--- src/rtl/dmem_arbiter.sv ---
// Two-port round-robin arbiter and access sequencer for the 16-bit data memory.
// Every access runs IDLE -> ACCESS -> RESP; the per-port ack pulses in the following IDLE cycle.
module dmem_arbiter #(
    parameter int DATA_W = 16,
    parameter int ADDR_W = 3
) (
    input  logic              clk,
    input  logic              rst_n,
    input  logic              req0,
    input  logic              req1,
    input  logic              we0,
    input  logic              we1,
    input  logic [ADDR_W-1:0] addr0,
    input  logic [ADDR_W-1:0] addr1,
    input  logic [DATA_W-1:0] wdata0,
    input  logic [DATA_W-1:0] wdata1,
    output logic              gnt0,
    output logic              gnt1,
    output logic              ack0,
    output logic              ack1,
    output logic [DATA_W-1:0] rdata0,
    output logic [DATA_W-1:0] rdata1,
    output logic              mem_load,
    output logic              mem_store,
    output logic [ADDR_W-1:0] mem_addr,
    output logic [DATA_W-1:0] mem_wdata,
    input  logic [DATA_W-1:0] mem_rdata,
    output logic              busy
);

    localparam logic [1:0] IDLE   = 2'd0;
    localparam logic [1:0] ACCESS = 2'd1;
    localparam logic [1:0] RESP   = 2'd2;

    logic [1:0]        state_reg, state_next;
    logic              last_reg;
    logic              port_reg;
    logic              we_reg;
    logic [ADDR_W-1:0] addr_reg;
    logic [DATA_W-1:0] wdata_reg;
    logic [1:0]        ack_reg;
    logic [DATA_W-1:0] rdata_reg [2];

    logic [1:0]        req_vec;
    logic [1:0]        we_vec;
    logic [ADDR_W-1:0] addr_vec  [2];
    logic [DATA_W-1:0] wdata_vec [2];
    logic [1:0]        gnt_vec;
    logic              take;
    logic              win;

    assign req_vec      = {req1, req0};
    assign we_vec       = {we1, we0};
    assign addr_vec[0]  = addr0;
    assign addr_vec[1]  = addr1;
    assign wdata_vec[0] = wdata0;
    assign wdata_vec[1] = wdata1;

    // On a tie the port not granted most recently wins; a lone requester always wins.
    always_comb begin
        take = (state_reg == IDLE) && (req_vec != 2'b00);
        win  = (req_vec == 2'b11) ? ~last_reg : req_vec[1];
    end

    always_comb begin
        state_next = state_reg;
        case (state_reg)
            IDLE:    if (take) state_next = ACCESS;
            ACCESS:  state_next = RESP;
            RESP:    state_next = IDLE;
            default: state_next = IDLE;
        endcase
    end

    always_ff @(posedge clk or negedge rst_n) begin
        if (!rst_n) begin
            state_reg <= IDLE;
            last_reg  <= 1'b1;
            port_reg  <= 1'b0;
            we_reg    <= 1'b0;
            addr_reg  <= '0;
            wdata_reg <= '0;
        end else begin
            state_reg <= state_next;
            if (take) begin
                last_reg  <= win;
                port_reg  <= win;
                we_reg    <= we_vec[win];
                addr_reg  <= addr_vec[win];
                wdata_reg <= wdata_vec[win];
            end
        end
    end

    // Read data arrives during RESP and is captured on the way back to IDLE.
    always_ff @(posedge clk or negedge rst_n) begin
        if (!rst_n) begin
            ack_reg <= 2'b00;
            for (int i = 0; i < 2; i++) rdata_reg[i] <= '0;
        end else begin
            for (int i = 0; i < 2; i++) begin
                ack_reg[i] <= (state_reg == RESP) && (port_reg == 1'(i));
                if ((state_reg == RESP) && (port_reg == 1'(i)) && !we_reg)
                    rdata_reg[i] <= mem_rdata;
            end
        end
    end

    generate
        for (genvar gi = 0; gi < 2; gi++) begin : g_port
            assign gnt_vec[gi] = (state_reg == ACCESS) && (port_reg == 1'(gi));
        end
    endgenerate

    assign gnt0      = gnt_vec[0];
    assign gnt1      = gnt_vec[1];
    assign ack0      = ack_reg[0];
    assign ack1      = ack_reg[1];
    assign rdata0    = rdata_reg[0];
    assign rdata1    = rdata_reg[1];
    assign mem_load  = (state_reg == ACCESS) && !we_reg;
    assign mem_store = (state_reg == ACCESS) && we_reg;
    assign mem_addr  = addr_reg;
    assign mem_wdata = wdata_reg;
    assign busy      = (state_reg != IDLE);

endmodule

--- config.mk ---
export PLATFORM = sky130hd
export DESIGN_NAME = dmem_arbiter
export DESIGN_NICKNAME = d
export VERILOG_FILES = /design/src/rtl/dmem_arbiter.sv
export SDC_FILE = /design/constraint.sdc
export NUM_CORES = 1
export LEC_CHECK = 0
export CAP_MARGIN = 20
export CORE_ASPECT_RATIO = 1.2
export CORE_MARGIN = 2
export CORE_UTILIZATION = 40
export CTS_CLUSTER_DIAMETER = 60
export DETAILED_ROUTE_END_ITERATION = 8
export PLACE_DENSITY = 0.89
export SLEW_MARGIN = 10
export SYNTH_ARGS = -nofsm -noshare
export SYNTH_HDL_FRONTEND = slang
export SYNTH_SLANG_ARGS = --single-unit
--- constraint.sdc ---
create_clock -name clk -period 2.1 [get_ports clk]
set_input_delay 0.21 -clock clk [delete_from_list [all_inputs] [get_ports clk]]
set_output_delay 0.21 -clock clk [all_outputs]
set_load 0.01 [all_outputs]
==> results.cfg, run 1 <==
[outcome]
status = finished, final reports clean

[clock_network]
root_buffer = clkbuf_8
cts_made_buffers = 9
post_cts_buffers = 0
path_clk_slew_ps = 70
cts-htree-levels = 3
clkSinkCount = 58
cts_tree = done
clockBufferDepth = 2
cts_hold_buf = 1
cts-resized-gates = 0
clkLatencyLatePin_ps = 320

[detailed_routing]
drt-vias-per-instance = 4.668
drtIter0Drc = 34
wl_per_cell_um = 15.61
vias = 1727
wl_um = 5777
drcViolationCount = 0
drtPass1Iterations = 4
ant_nets = 0

[die]
rows = 31
initial_utilization = 0.4185
core_area_um2 = 6090
die_area_um2 = 7029
io_pins = 118
die_x_um = 76.87
die_h_um = 91.44

[synth]
yosysWarnings = 0
synth_cell_types = 21
synth.avg_cell_area_um2 = 16.44
yosysSeqAreaShare = 0.5700
synth_cells = 155
synth_area_um2 = 2549
synth_seq_cells = 58
syn-num-nets = 215

[timing]
maxSlewViolCount = 0
fin_setup_tns_ps = 0
max_freq_mhz = 525.1
fin_crit_ps = 1904
setup_violations = 0
clock_skew_ps = 6.549
whs_ps = 424.2
hold_viol_final = 0
tightestPinTransition_ps = 575.6
rsz0062_at_grt = no
relSlewSlack = 0.6163
period_share = 0.9069

[critical_path]
cp.required_ps = 1890
ff2ff_setup_slack_ps = 380
cp_data_arrival_time_ps = 1690
critPathMaxFanout = 4
crit_path_start_kind = flop
rr_worst_depth = 4
cp-endpoint = mem_store
r2r_start = state_reg[1]$_DFFE_PN0P_
worstSetupPathType = flop to output port
setup.worst_path.end_class = output port
startpoint = state_reg[1]$_DFFE_PN0P_
reg2reg_to = mem_wdata[8]$_DFFE_PN0P_

[pwr]
clkPwrFrac = 0.169
leakage_nw = 1.688
p_per_area_nw_per_um2 = 1429
p_seq_frac = 0.353
comb_power_share = 0.477
power.internal_mw = 3.994
max-vdd-ir-drop_uv = 775.3
switching_share = 0.3003
power.switching_mw = 1.714

[finish]
syn_to_final_growth_pct = 56.70
fill_cells = 488
drive_above_1_share = 0.3438
fin_nets = 343
stdcell_count = 370
antennaDiodeCount = 0

[run]
drv_cap = 0

[global_routing]
grt_pass1_vias = 1958
grt_usage = 0.1741
grt_pass1_wl_um = 9591
grt_overflow = 0
antenna_found_initial = 0
grt_max_degree = 35

[place]
placed_cells = 353
hpwl_um = 4214
gp_congestion = 0.7312
port_buffers = 117

[min_path]
hp-class = input port to async pin
==> worst max-delay path, cell delays in order, from the launching register on <==
cell and delay (ps):
dfrtp_1 420, nand2b_1 210, inv_1 90, and2_1 120
clkdlybuf4s50_1 540
==> cells in the final DEF, fill, tap and decap left out, types with 2 or more instances in the layout <==
master	synthesis	layout
clkbuf_8	0	9
mux2_4	19	19
dfrtp_1	57	57
nor3_4	2	2
clkdlybuf4s50_1	0	116
mux2_2	52	52
clkinv_2	0	4
nor2_1	6	6
buf_4	2	4
==> stage by stage <==
| step | power, mW | setup WS (ps) | utilization | instance area, µm² |
|---|---|---|---|---|
| 5_1_grt | 6.039 | 103.9 | 0.6558 | 3994 |
| 6_report | 5.708 | 195.5 | 0.6558 | 3994 |
| 3_3_place_gp | 4.699 | 300.4 | 0.6238 | 3799 |
| 2_1_floorplan | 3.353 | 586.3 | - | 2549 |
| 3_5_place_dp | 4.790 | 265.2 | 0.6238 | 3799 |
| 4_1_cts | 5.799 | 158.3 | 0.6558 | 3994 |
==> layout make-up <==
| class | instances | area [µm²] | share of cell area |
|---|---|---|---|
| Multi-Input combinational cell | 89 | 1020 | 0.2553 |
| Tap cell | 82 | 102.6 | 0.02569 |
| Timing Repair Buffer | 123 | 1226 | 0.3070 |
| Sequential cell | 58 | 1453 | 0.3637 |
| Clock inverter | 6 | 57.56 | 0.01441 |
| Clock buffer | 10 | 127.6 | 0.03195 |
| Inverter | 2 | 7.507 | 0.001880 |
==> power groups by stage <==
stage	Sequential, mW	Clock [mW]	Combinational, mW
floorplan	2.24	0	1.12
finish	2.02	0.967	2.72
global route	2.09	1.04	2.90
detailed placement	2.03	0	2.76
CTS	2.03	1.00	2.77
global placement	2.00	0	2.69
==> kinds of logic (layout without fill, tap and decap cells) <==
logic type	count (synthesis)	in the layout	share of synthesized area
mux	73	73	0.3500
flops	58	58	0.5700
simple gates	13	13	0.03878
buf+inv	8	141	0.02994
compound gates	3	3	0.01129
==> Yosys cell counts <==
library cell / n / share of area
inv_2: 1 / 0.0015
mux2_1: 1 / 0.0044
inv_1: 1 / 0.0015
o21ai_0: 1 / 0.0020
mux2_4: 19 / 0.11
or2_1: 1 / 0.0025
buf_4: 2 / 0.0059
dfstp_2: 1 / 0.010
buf_12: 1 / 0.0079
nor2_1: 6 / 0.0088
nor3_4: 2 / 0.013
dfrtp_1: 57 / 0.56
buf_6: 3 / 0.013
and2_1: 1 / 0.0025
a21bo_4: 1 / 0.0064
nand2b_1: 1 / 0.0025
o31ai_1: 1 / 0.0029
nand2b_4: 1 / 0.0054
nor2_4: 1 / 0.0044
mux2i_1: 1 / 0.0039
mux2_2: 52 / 0.23
==> how the worst min path moves through the flow <==
stage,start,to,slack (ps)
4_1_cts,rst_n,mem_wdata[4]$_DFFE_PN0P_,430
3_3_place_gp,rst_n,mem_wdata[2]$_DFFE_PN0P_,240
5_1_grt,rst_n,mem_wdata[4]$_DFFE_PN0P_,470
6_report,rst_n,mem_wdata[4]$_DFFE_PN0P_,420
3_5_place_dp,rst_n,mem_wdata[4]$_DFFE_PN0P_,240
2_1_floorplan,rst_n,ack_reg[0]$_DFF_PN0_,-90
==> layer usage <==
| layer | wire length (µm) | up-vias | track usage | part of all wire |
|---|---|---|---|---|
| met5 | 0 | - | 0 | 0 |
| met4 | 60 | 0 | 0.06364 | 0.010 |
| met3 | 320 | 6 | 0.04672 | 0.055 |
| met2 | 2972 | 64 | 0.3019 | 0.51 |
| met1 | 2423 | 855 | 0.2058 | 0.42 |
| li1 | - | 802 | - | - |
No activity file was read; power rests on OpenSTA's default activity.
==> inputs of run 2 (changes only) <==
--- a/config.mk
+++ b/config.mk
@@ -12,6 +12,8 @@
 export CTS_CLUSTER_DIAMETER = 60
 export DETAILED_ROUTE_END_ITERATION = 8
 export PLACE_DENSITY = 0.89
+export SETUP_SLACK_MARGIN = 0.15
+export SKIP_CTS_REPAIR_TIMING = 1
 export SLEW_MARGIN = 10
 export SYNTH_ARGS = -nofsm -noshare
 export SYNTH_HDL_FRONTEND = slang
==> run 2 against run 1 <==
  * Global-route usage about the same
  * Combinational power barely moved
  * Total power grew 0.27%
  * Wire length hardly changed
  * Sequential share of layout area decreased by 0.068 points
  * Maximum frequency increased by 3.3%
  * Largest cell class unchanged
  * Largest power group unchanged
==> results.cfg, run 2 (synthesis gave the netlist of run 1 again) <==
[run]
drv_cap = 0

[place]
hpwl_um = 4214
placed_cells = 353
gp_congestion = 0.7312
dpl_cell_area_um2 = 3799
port_buffers = 117

[global_routing]
grt_pass1_vias = 1946
grt_overflow = 0
antenna_found_initial = 0
grt_max_degree = 35
grt_usage = 0.1737
grt_pass1_wl_um = 9563

[clock_network]
path_clk_slew_ps = 70
cts_made_buffers = 9
clkSinkCount = 58
cts_tree = done
cts-htree-levels = 3
clockBufferDepth = 2
clkLatencyLatePin_ps = 320
root_buffer = clkbuf_8

[die]
core_area_um2 = 6090
die_area_um2 = 7029
die_h_um = 91.44
io_pins = 118
rows = 31
die_x_um = 76.87
initial_utilization = 0.4185

[timing]
rsz0062_at_grt = no
relSlewSlack = 0.6121
tightestPinTransition_ps = 581.8
period_share = 0.8775
fin_setup_tns_ps = 0
max_freq_mhz = 542.6
maxSlewViolCount = 0
clock_skew_ps = 6.760
setup_violations = 0
fin_crit_ps = 1843
hold_viol_final = 0
whs_ps = 426.5

[detailed_routing]
drtPass1Iterations = 2
drtIter0Drc = 34
drt-vias-per-instance = 4.659
ant_nets = 0
wl_um = 5782
wl_per_cell_um = 15.63
drcViolationCount = 0
vias = 1724

[finish]
antennaDiodeCount = 0
post-route-util = 0.6571
drive_above_1_share = 0.3472
syn_to_final_growth_pct = 57.00
fill_cells = 486
stdcell_count = 370
layout_common_cells = 116 x clkdlybuf4s50_1, 57 x dfrtp_1, 52 x mux2_2, 19 x mux2_4, 9 x clkbuf_8
postLayoutCellArea_um2 = 4001
layout_commonest_cell = clkdlybuf4s50_1
fin_nets = 343

[pwr]
switching_share = 0.3005
comb_power_share = 0.478
p_seq_frac = 0.353
clkPwrFrac = 0.169
max-vdd-ir-drop_uv = 774.7
leakage_nw = 1.692
p_per_area_nw_per_um2 = 1430
power.internal_mw = 4.004
power.switching_mw = 1.720

[critical_path]
cp_data_arrival_time_ps = 1630
critPathMaxFanout = 4
cp.required_ps = 1890
cp_cell_sequence = nand2b_4 > inv_1 > and2_1 > clkdlybuf4s50_1
worstSetupPathType = flop to output port
crit_path_top_delay_cell = clkdlybuf4s50_1
setup.worst_path.end_class = output port
cp_slowest_stage_delay_ps = 540
crit_path_start_kind = flop

[min_path]
hp-class = input port to async pin

[outcome]
status = finished, final reports clean
## run 2: cell type report
type | count | area [µm²] | share of cell area
Clock buffer | 10 | 127.6 | 0.03189
Clock inverter | 6 | 57.56 | 0.01438
Inverter | 2 | 7.507 | 0.001876
Multi-Input combinational cell | 89 | 1027 | 0.2567
Sequential cell | 58 | 1453 | 0.3630
Tap cell | 82 | 102.6 | 0.02564
Timing Repair Buffer | 123 | 1226 | 0.3064
## run 2: critical path: cells and delay by family, from the launching register on
family	cells	cell delay (ps)
AND/OR/NAND/NOR	2	290
buffers and inverters	2	610
flip-flops	1	420
## run 2: metal layers
layer  wire (µm)  up-vias  part of all wire  track usage
met5           0        -                 0            0
li1            -      801                 -            -
met4          60        0             0.010      0.06364
met3         320        6             0.055      0.04672
met2        2972       64              0.51       0.3004
met1        2428      853              0.42       0.2058
## run 2: final timing paths
| path | start | end | slack (ps) | cells after the start |
|---|---|---|---|---|
| setup / recovery | state_reg[1]$_DFFE_PN0P_ | mem_store | 260 | 4 |
| hold / removal | rst_n | mem_wdata[4]$_DFFE_PN0P_ | 430 | 2 |
| setup reg to reg | state_reg[1]$_DFFE_PN0P_ | mem_wdata[8]$_DFFE_PN0P_ | 380 | 4 |
| hold reg to reg | mem_wdata[4]$_DFFE_PN0P_ | mem_wdata[4]$_DFFE_PN0P_ | 510 | 1 |
| max in group asynchronous | rst_n | last_reg$_DFFE_PN1P_ | 1020 | 3 |
| min in group clk | mem_wdata[4]$_DFFE_PN0P_ | mem_wdata[4]$_DFFE_PN0P_ | 510 | 1 |
## run 2: per-stage QoR
| step | power [mW] | setup slack [ps] |
|---|---|---|
| after global routing | 6.055 | 176.9 |
| after detailed placement | 4.790 | 265.2 |
| after floorplan | 3.353 | 586.3 |
| final | 5.723 | 257.2 |
| after global placement | 4.699 | 300.4 |
| after CTS | 5.798 | 158.3 |
## run 2: power by group through the flow
stage	clock [mW]	sequential (mW)	combinational (mW)
floorplan	0	2.24	1.12
CTS	1.00	2.03	2.77
global placement	0	2.00	2.69
finish	0.966	2.02	2.73
global route	1.04	2.10	2.91
detailed placement	0	2.03	2.76
==> inputs of run 3 (changes only) <==
--- a/config.mk
+++ b/config.mk
@@ -9,7 +9,7 @@
 export CORE_ASPECT_RATIO = 1.2
 export CORE_MARGIN = 2
 export CORE_UTILIZATION = 40
-export CTS_CLUSTER_DIAMETER = 60
+export CTS_CLUSTER_DIAMETER = 40
 export DETAILED_ROUTE_END_ITERATION = 8
 export PLACE_DENSITY = 0.89
 export SETUP_SLACK_MARGIN = 0.15
==> results of run 3 <==
No change in the layout: final DEF, timing and power equal those of run 2.
